### src/rtl/load_store_unit_if.sv
// Bundle of the EX/MEM request, data-memory port and load-response signals seen by the LSU.
interface load_store_unit_if;
  logic        req_valid;
  logic        req_ready;
  logic        req_write;
  logic        req_byte;
  logic [31:0] req_addr;
  logic [31:0] req_wdata;
  logic        mem_en;
  logic        mem_we;
  logic [3:0]  mem_be;
  logic [31:0] mem_addr;
  logic [31:0] mem_wdata;
  logic [31:0] mem_rdata;
  logic        mem_ack;
  logic [31:0] load_word;
  logic [7:0]  load_byte;
  logic        resp_valid;
  logic        misaligned_err;
  logic        timeout_err;
  logic        stall;

  modport slave (
    input  req_valid, req_write, req_byte, req_addr, req_wdata, mem_rdata, mem_ack,
    output req_ready, mem_en, mem_we, mem_be, mem_addr, mem_wdata,
    output load_word, load_byte, resp_valid, misaligned_err, timeout_err, stall
  );

  modport master (
    output req_valid, req_write, req_byte, req_addr, req_wdata, mem_rdata, mem_ack,
    input  req_ready, mem_en, mem_we, mem_be, mem_addr, mem_wdata,
    input  load_word, load_byte, resp_valid, misaligned_err, timeout_err, stall
  );
endinterface

### src/rtl/load_store_unit.sv
// Memory-stage sequencer: one word/byte access at a time to a variable-latency memory,
// stalling the pipeline until ack, with misalignment and timeout error reporting.
module load_store_unit #(
  parameter int unsigned MAX_WAIT = 16
) (
  input logic                clk,
  input logic                rst,
  load_store_unit_if.slave   bus
);

  localparam int unsigned CntW = $clog2(MAX_WAIT + 1);

  localparam logic [1:0] StIdle   = 2'd0;
  localparam logic [1:0] StAccess = 2'd1;
  localparam logic [1:0] StResp   = 2'd2;

  logic [1:0]      state_q, state_d;
  logic [CntW-1:0] cnt_q, cnt_d, cnt_inc;
  logic            mem_en_q, mem_en_d;
  logic            mem_we_q, mem_we_d;
  logic [3:0]      mem_be_q, mem_be_d;
  logic [31:0]     mem_addr_q, mem_addr_d;
  logic [31:0]     mem_wdata_q, mem_wdata_d;
  logic [1:0]      lane_q, lane_d;
  logic [31:0]     load_word_q, load_word_d;
  logic [7:0]      load_byte_q, load_byte_d;
  logic            mis_err_q, mis_err_d;
  logic            to_err_q, to_err_d;
  logic            misaligned;

  assign misaligned = ~bus.req_byte & (bus.req_addr[1:0] != 2'b00);
  assign cnt_inc    = cnt_q + CntW'(1);

  always_comb begin
    state_d     = state_q;
    cnt_d       = cnt_q;
    mem_en_d    = mem_en_q;
    mem_we_d    = mem_we_q;
    mem_be_d    = mem_be_q;
    mem_addr_d  = mem_addr_q;
    mem_wdata_d = mem_wdata_q;
    lane_d      = lane_q;
    load_word_d = load_word_q;
    load_byte_d = load_byte_q;
    mis_err_d   = mis_err_q;
    to_err_d    = to_err_q;
    case (state_q)
      StIdle: begin
        if (bus.req_valid) begin
          if (misaligned) begin
            mis_err_d = 1'b1;
            state_d   = StResp;
          end else begin
            mem_en_d    = 1'b1;
            mem_we_d    = bus.req_write;
            mem_be_d    = bus.req_byte ? (4'b0001 << bus.req_addr[1:0]) : 4'b1111;
            mem_addr_d  = {bus.req_addr[31:2], 2'b00};
            mem_wdata_d = bus.req_byte ? {4{bus.req_wdata[7:0]}} : bus.req_wdata;
            lane_d      = bus.req_addr[1:0];
            cnt_d       = '0;
            state_d     = StAccess;
          end
        end
      end
      StAccess: begin
        if (bus.mem_ack) begin
          // An ack on the final allowed cycle still counts as success.
          mem_en_d = 1'b0;
          state_d  = StResp;
          if (!mem_we_q) begin
            load_word_d = bus.mem_rdata;
            load_byte_d = bus.mem_rdata[{lane_q, 3'b000} +: 8];
          end
        end else begin
          cnt_d = cnt_inc;
          if (cnt_inc == CntW'(MAX_WAIT)) begin
            to_err_d = 1'b1;
            mem_en_d = 1'b0;
            state_d  = StResp;
          end
        end
      end
      StResp: begin
        mis_err_d = 1'b0;
        to_err_d  = 1'b0;
        state_d   = StIdle;
      end
      default: state_d = StIdle;
    endcase
  end

  always_ff @(posedge clk) begin
    if (rst) begin
      state_q     <= StIdle;
      cnt_q       <= '0;
      mem_en_q    <= 1'b0;
      mem_we_q    <= 1'b0;
      mem_be_q    <= 4'b0000;
      mem_addr_q  <= '0;
      mem_wdata_q <= '0;
      lane_q      <= 2'b00;
      load_word_q <= '0;
      load_byte_q <= '0;
      mis_err_q   <= 1'b0;
      to_err_q    <= 1'b0;
    end else begin
      state_q     <= state_d;
      cnt_q       <= cnt_d;
      mem_en_q    <= mem_en_d;
      mem_we_q    <= mem_we_d;
      mem_be_q    <= mem_be_d;
      mem_addr_q  <= mem_addr_d;
      mem_wdata_q <= mem_wdata_d;
      lane_q      <= lane_d;
      load_word_q <= load_word_d;
      load_byte_q <= load_byte_d;
      mis_err_q   <= mis_err_d;
      to_err_q    <= to_err_d;
    end
  end

  assign bus.req_ready      = (state_q == StIdle);
  assign bus.resp_valid     = (state_q == StResp);
  assign bus.stall          = (state_q == StAccess) |
                              ((state_q == StIdle) & bus.req_valid & ~misaligned);
  assign bus.mem_en         = mem_en_q;
  assign bus.mem_we         = mem_we_q;
  assign bus.mem_be         = mem_be_q;
  assign bus.mem_addr       = mem_addr_q;
  assign bus.mem_wdata      = mem_wdata_q;
  assign bus.load_word      = load_word_q;
  assign bus.load_byte      = load_byte_q;
  assign bus.misaligned_err = mis_err_q;
  assign bus.timeout_err    = to_err_q;

endmodule

### src/flat_wrapper.sv
// flat-port wrapper written by rule: the top's interface ports become plain ports
module load_store_unit_flat 
#(
  parameter int unsigned MAX_WAIT = 16
)
  (clk, rst, bus_req_valid, bus_req_write, bus_req_byte, bus_req_addr, bus_req_wdata, bus_mem_rdata, bus_mem_ack, bus_req_ready, bus_mem_en, bus_mem_we, bus_mem_be, bus_mem_addr, bus_mem_wdata, bus_load_word, bus_load_byte, bus_resp_valid, bus_misaligned_err, bus_timeout_err, bus_stall);
  load_store_unit_if bus_i ();
  input logic clk;
  input logic rst;
  input wire logic [$bits(bus_i.req_valid)-1:0] bus_req_valid;
  input wire logic [$bits(bus_i.req_write)-1:0] bus_req_write;
  input wire logic [$bits(bus_i.req_byte)-1:0] bus_req_byte;
  input wire logic [$bits(bus_i.req_addr)-1:0] bus_req_addr;
  input wire logic [$bits(bus_i.req_wdata)-1:0] bus_req_wdata;
  input wire logic [$bits(bus_i.mem_rdata)-1:0] bus_mem_rdata;
  input wire logic [$bits(bus_i.mem_ack)-1:0] bus_mem_ack;
  output wire logic [$bits(bus_i.req_ready)-1:0] bus_req_ready;
  output wire logic [$bits(bus_i.mem_en)-1:0] bus_mem_en;
  output wire logic [$bits(bus_i.mem_we)-1:0] bus_mem_we;
  output wire logic [$bits(bus_i.mem_be)-1:0] bus_mem_be;
  output wire logic [$bits(bus_i.mem_addr)-1:0] bus_mem_addr;
  output wire logic [$bits(bus_i.mem_wdata)-1:0] bus_mem_wdata;
  output wire logic [$bits(bus_i.load_word)-1:0] bus_load_word;
  output wire logic [$bits(bus_i.load_byte)-1:0] bus_load_byte;
  output wire logic [$bits(bus_i.resp_valid)-1:0] bus_resp_valid;
  output wire logic [$bits(bus_i.misaligned_err)-1:0] bus_misaligned_err;
  output wire logic [$bits(bus_i.timeout_err)-1:0] bus_timeout_err;
  output wire logic [$bits(bus_i.stall)-1:0] bus_stall;
  assign bus_i.req_valid = bus_req_valid;
  assign bus_i.req_write = bus_req_write;
  assign bus_i.req_byte = bus_req_byte;
  assign bus_i.req_addr = bus_req_addr;
  assign bus_i.req_wdata = bus_req_wdata;
  assign bus_i.mem_rdata = bus_mem_rdata;
  assign bus_i.mem_ack = bus_mem_ack;
  assign bus_req_ready = bus_i.req_ready;
  assign bus_mem_en = bus_i.mem_en;
  assign bus_mem_we = bus_i.mem_we;
  assign bus_mem_be = bus_i.mem_be;
  assign bus_mem_addr = bus_i.mem_addr;
  assign bus_mem_wdata = bus_i.mem_wdata;
  assign bus_load_word = bus_i.load_word;
  assign bus_load_byte = bus_i.load_byte;
  assign bus_resp_valid = bus_i.resp_valid;
  assign bus_misaligned_err = bus_i.misaligned_err;
  assign bus_timeout_err = bus_i.timeout_err;
  assign bus_stall = bus_i.stall;
  load_store_unit #(.MAX_WAIT(MAX_WAIT)) u_core (.clk(clk), .rst(rst), .bus(bus_i));
endmodule
### config.mk
export PLATFORM = sky130hd
export DESIGN_NAME = load_store_unit_flat
export DESIGN_NICKNAME = d
export VERILOG_FILES = /design/src/rtl/load_store_unit_if.sv /design/src/rtl/load_store_unit.sv /design/src/flat_wrapper.sv
export SDC_FILE = /design/constraint.sdc
export NUM_CORES = 1
export LEC_CHECK = 0
export BUFFER_PORTS_ARGS = -buffer_cell sky130_fd_sc_hd__buf_4
export CORE_MARGIN = 2
export CORE_UTILIZATION = 50
export CTS_CLUSTER_SIZE = 20
export DETAILED_ROUTE_END_ITERATION = 8
export PLACE_DENSITY = 0.85
export SLEW_MARGIN = 20
export SYNTH_ARGS = -nofsm -noshare
export SYNTH_HDL_FRONTEND = slang
export SYNTH_SLANG_ARGS = --single-unit
export TNS_END_PERCENT = 30
### constraint.sdc
create_clock -name clk -period 4.65 [get_ports clk]
set_clock_uncertainty 0.1 [all_clocks]
set_input_delay 0.6975 -clock clk [delete_from_list [all_inputs] [get_ports clk]]
set_output_delay 0.6975 -clock clk [all_outputs]
set_load 0.01 [all_outputs]
==> results of run 1 <==
[cell type report]
class / instances / area (um^2)
multi-input cells: 362 / 1990
repair buffers: 216 / 1620
clock inverters: 12 / 198
well taps: 108 / 135
fillers: 600 / 2030
clock buffers: 20 / 445
flip-flops and latches: 119 / 2380
inverters: 3 / 11.3
[synthesized netlist by cell type, drive strengths merged (2+ instances only)]
| cell type | instances | area [um^2] |
|---|---|---|
| nor3 | 4 | 20.0 |
| mux4 | 8 | 180 |
| nor2 | 23 | 91.3 |
| a221o | 21 | 210 |
| nand2b | 3 | 18.8 |
| buf | 20 | 151 |
| mux2i | 3 | 30.0 |
| dfxtp | 119 | 2380 |
| a211oi | 4 | 30.0 |
| and2 | 8 | 50.1 |
| or2 | 2 | 12.5 |
| nand4b | 2 | 17.5 |
| a21oi | 87 | 435 |
| inv | 3 | 11.3 |
| o21ai | 6 | 33.8 |
| nand2 | 166 | 623 |
| a22oi | 3 | 22.5 |
| a311oi | 4 | 35.0 |
| clkbuf | 19 | 71.3 |
[worst max-delay path by stage]
stage / startpoint / end / slack (ns)
floorplan: bus_req_valid / bus_stall / 2.54
detailed placement: rst / u_core.bus.mem_wdata[21] / 1.94
global route: u_core.state_q[0] / bus_stall / 1.91
CTS: u_core.state_q[0] / bus_stall / 2.05
finish: u_core.state_q[0] / bus_stall / 2.06
global placement: rst / u_core.bus.mem_wdata[26] / 2.12
[cell families after synthesis]
group	Yosys count	share of synthesized area
flops	119	0.520
compound gates	131	0.180
mux	11	0.0459
simple gates	215	0.197
fa+ha+maj	1	0.00273
buf+inv	42	0.0510
xor+xnor	2	0.00382
other cells	1	0.000818
[critical path: cells and delay by family, from the launching register on]
kind                   cells  cell delay (ns)
and+or+nand+nor            2             0.59
AOI/OAI and AO/OA          1             0.11
buffers and inverters      1             0.17
DFF                        1             0.41
[per-layer routing]
metal | routed length, um | vias to the layer above | global-route usage
met5 | 0 | - | 0
met4 | 313 | 0 | 0.115
met3 | 826 | 23 | 0.0597
met2 | 7210 | 173 | 0.468
met1 | 5330 | 2130 | 0.329
li1 | - | 2195 | -
[registers in the layout, summed over array words and instances (netlist names)]
signal,cells
u_core.cnt_q,5
u_core.state_q,2
u_core.bus.misaligned_err,1
u_core.bus.mem_be,4
u_core.bus.mem_en,1
u_core.bus.mem_addr,30
u_core.lane_q,2
u_core.bus.mem_wdata,32
u_core.bus.timeout_err,1
u_core.bus.load_byte,8
u_core.bus.load_word,32
u_core.bus.mem_we,1
[power by group through the flow]
stage / registers (mW) / clock network [mW] / logic, mW
6_report: 1.11 / 1.40 / 0.337
3_3_place_gp: 1.13 / 0 / 0.326
2_1_floorplan: 1.14 / 0 / 0.148
4_1_cts: 1.11 / 1.42 / 0.337
3_5_place_dp: 1.13 / 0 / 0.334
5_1_grt: 1.11 / 1.47 / 0.364
[metrics by stage]
step	instance area, um^2	instances	util	hold WS [ns]
after global placement	6130	808	0.696	0.343
after CTS	6770	840	0.769	0.307
final	6780	840	0.770	0.319
after floorplan	4590	523	-	0.364
after detailed placement	6130	808	0.696	0.348
after global routing	6780	840	0.770	0.302
==> results.cfg, run 1 <==
[setup_path]
timing.rr.end = u_core.bus.mem_wdata[11]
crit_path_end_kind = primary output
timing.rr.start = u_core.state_q[0]
ff2ff_setup_slack_ns = 2.41
arrival_ns = 1.79
slowest_delay_ns = 0.41
critPathRequiredTime_ns = 3.85
crit_slowest_cell = dfxtp_1
rr_worst_depth = 4
cp_max_fo = 10
path_cells = nor3b_4, o21ai_2, nand2_1, buf_4
path_class = reg -> out
start_kind = register

[pwr]
cellLeakagePower_nw = 2.94
switching_share = 0.230
power_frac_clock = 0.493
vdd_drop_max_mv = 0.330
power.density_nw_per_um2 = 420
p_int_mw = 2.19
power_frac_comb = 0.118
power_mw = 2.85
switchingPower_mw = 0.654
p_seq_frac = 0.389

[clock_network]
cts_tree = done
insertion_delay_ns = 0.50
htreeDepth = 4
cts_buffers = 17
clockBufferDepth = 2
ctsResizeCount = 0
clk_pin_slew_worst_paths_ns = 0.06
postCtsSetupRepairBufs = 0
cts_sinks = 119
ctsHoldBuffers = 0
cts_root_buf = clkbuf_8

[flow_run]
drv_cap = 0

[global_routing]
antenna_found_initial = 0
gr-usage-all-layers = 0.272
grt_pass1_vias = 4351
grt_remaining_overflow = 0
grt_start_max_net_pins = 102
grt_first_pass_wirelength_mm = 21.6

[synthesis]
netlist_instances = 522
ys_seq_elements = 119
ys_seq_area_frac = 0.520
synth_cell_types = 40
syn_area_um2 = 4580
yosysWarnings = 0
synth_edf_count = 0
synth_top_flop_cell = dfxtp_1
synthArstFlopShare = 0
syn_avg_cell_area_um2 = 8.78

[min_path]
holdPathStages = 2
hold-path-endpoint = u_core.bus.mem_wdata[26]
hp-start = bus_req_wdata[26]
hp-class = in -> reg

[placement]
place_hpwl_mm = 9.68
io_buffers = 214
gp_congestion = 0.887
preCtsSetupSlack_ns = 1.94

[detailed_routing]
routed_wl_mm = 13.7
via_per_inst = 5.38
dr.first_iter.drc_count = 237
vias = 4521
drt-pass1-iter-count = 5
wl_per_cell_um = 16.3
postRouteAntennaNets = 0
drc = 0

[floorplan]
start_util = 0.521
io-pin-count = 217
die_y_um = 99.8
dieArea_um2 = 9950
core_area_um2 = 8810
row_count = 34
die_w_um = 99.8

[cells_and_area]
drive_gt1_frac = 0.361
final_cell_mix = 216 x buf_4, 166 x nand2_1, 119 x dfxtp_1, 87 x a21oi_1, 21 x a221o_1
num-nets-final = 822
area_growth_pct = 47.9
antenna_cells = 0
layout_commonest_cell = buf_4

[sta]
fin_setup_tns_ns = 0
slew_headroom = 0.295
period_minus_slack_ns = 2.59
worst_pin_slew_ns = 1.06
setup_slack_ns = 2.06
max_freq_ghz = 0.386
rsz0062_at_grt = false
finalMaxSlewViolations = 0
post-route-period-util = 0.557
setup-violations-final = 0
hold_viol = 0

[outcome]
outcome = complete, no violations
(Power assumes the default switching activity.)
==> inputs of run 2 (changes only) <==
--- a/config.mk
+++ b/config.mk
@@ -7,10 +7,10 @@
 export LEC_CHECK = 0
 export BUFFER_PORTS_ARGS = -buffer_cell sky130_fd_sc_hd__buf_4
 export CORE_MARGIN = 2
-export CORE_UTILIZATION = 50
+export CORE_UTILIZATION = 46
 export CTS_CLUSTER_SIZE = 20
 export DETAILED_ROUTE_END_ITERATION = 8
-export PLACE_DENSITY = 0.85
+export PLACE_DENSITY = 0.79
 export SLEW_MARGIN = 20
 export SYNTH_ARGS = -nofsm -noshare
 export SYNTH_HDL_FRONTEND = slang
==> constraint.sdc (replaced) <==
create_clock -name clk -period 2.41 [get_ports clk]
set_clock_uncertainty 0.1 [all_clocks]
set_input_delay 0.3615 -clock clk [delete_from_list [all_inputs] [get_ports clk]]
set_output_delay 0.3615 -clock clk [all_outputs]
set_load 0.01 [all_outputs]
==> results.cfg, run 2 (synthesis results as in run 1) <==
[outcome]
outcome = complete, no violations

[detailed_routing]
vias = 4975
dr.first_iter.drc_count = 349
postRouteAntennaNets = 0
via_per_inst = 5.30
wl_per_cell_um = 17.2
drt-pass1-iter-count = 5
drc = 0
routed_wl_mm = 16.1

[sta]
holdWs_ns = 0.0175
setup_slack_ns = 0.128
post-route-period-util = 0.947
slew_headroom = 0.523
finalMaxSlewViolations = 0
period_minus_slack_ns = 2.28
max_freq_ghz = 0.438
worst_pin_slew_ns = 0.715
hold_viol = 0
setup-violations-final = 0
fin_setup_tns_ns = 0
rsz0062_at_grt = false

[floorplan]
dieArea_um2 = 10800
row_count = 36
io-pin-count = 217
die_y_um = 104
core_area_um2 = 9730
start_util = 0.471
die_w_um = 104

[setup_path]
crit_path_end_kind = primary output
setup.worst_path.start = u_core.state_q[0]
cp_max_fo = 10
path_class = reg -> out
rr_worst_depth = 5
ff2ff_setup_slack_ns = 0.40
timing.rr.end = u_core.bus.mem_wdata[9]
critPathRequiredTime_ns = 1.95
timing.rr.start = u_core.state_q[0]
start_kind = register
crit_end = bus_stall
arrival_ns = 1.82

[pwr]
power_frac_comb = 0.137
switching_share = 0.239
cellLeakagePower_nw = 3.24
p_seq_frac = 0.382
power_frac_clock = 0.482
p_int_mw = 4.26
switchingPower_mw = 1.34
power.density_nw_per_um2 = 745
vdd_drop_max_mv = 0.459
power_mw = 5.60

[global_routing]
grt_remaining_overflow = 0
grt_start_max_net_pins = 58
gr-usage-all-layers = 0.295
antenna_found_initial = 1
grt_pass1_vias = 4844
grt_first_pass_wirelength_mm = 25.1

[clock_network]
clockBufferDepth = 2
cts_tree = done
postCtsSetupRepairBufs = 0
clk_pin_slew_worst_paths_ns = 0.06
cts_buffers = 17
htreeDepth = 4
insertion_delay_ns = 0.51
cts_root_buf = clkbuf_8
cts_sinks = 119

[flow_run]
drv_cap = 0

[cells_and_area]
area_growth_pct = 64.0
num-nets-final = 894
final_cells = 938
layout_commonest_cell = buf_4
drive_gt1_frac = 0.336
final_cell_mix = 221 x buf_4, 166 x nand2_1, 119 x dfxtp_1, 87 x a21oi_1, 67 x dlygate4sd3_1

[placement]
place_hpwl_mm = 9.70
preCtsSetupSlack_ns = 0.407
io_buffers = 214
gp_congestion = 0.886
dpl.cell_count = 838

[min_path]
hp-class = in -> reg
hp-start = bus_req_addr[9]
-- run 2: timing repair --
item                      in CTS  in global routing
resized for setup              0                  0
hold buffers                  67                  0
hold endpoints to repair      67                  0
-- run 2: area by class of cell --
type	count	area, um^2
well taps	133	166
flip-flops and latches	119	2380
multi-input cells	362	1990
fillers	646	2210
clock buffers	21	469
inverters	3	11.3
repair buffers	288	2330
clock inverters	11	170
diodes	1	2.50
-- run 2: stage by stage --
stage,cell area [um^2],utilization
after floorplan,4590,-
after global placement,6210,0.638
after detailed placement,6210,0.638
after CTS,7520,0.773
after global routing,7520,0.773
final,7520,0.773
-- run 2: metal layers --
layer,up-vias,track usage,part of all wire
met5,-,0,0
met4,0,0.191,0.051
met3,61,0.0793,0.064
li1,2334,-,-
met1,2353,0.316,0.36
met2,227,0.510,0.52
-- run 2: worst min-delay path by stage --
stage                     slack, ns                        to  cells past startpoint
after floorplan                0.36           u_core.cnt_q[4]                      1
after global placement         0.34   u_core.bus.mem_addr[23]                      2
after detailed placement       0.35  u_core.bus.load_word[10]                      2
after CTS                    0.0009    u_core.bus.mem_addr[3]                      3
after global routing          0.008   u_core.bus.load_word[3]                      3
final                          0.02    u_core.bus.mem_addr[9]                      3
-- run 2: power by group through the flow --
stage / registers [mW] / logic, mW / clock network (mW)
finish: 2.14 / 0.766 / 2.70
detailed placement: 2.17 / 0.654 / 0
floorplan: 2.20 / 0.286 / 0
global route: 2.15 / 0.819 / 2.81
global placement: 2.17 / 0.640 / 0
CTS: 2.13 / 0.746 / 2.72
-- run 2: worst max-delay path, stage by stage, from the launching register on --
cell     delay (ns)
dfxtp_1        0.42
nor3b_4        0.42
o21ai_4        0.10
nand2_1        0.21
buf_4          0.17
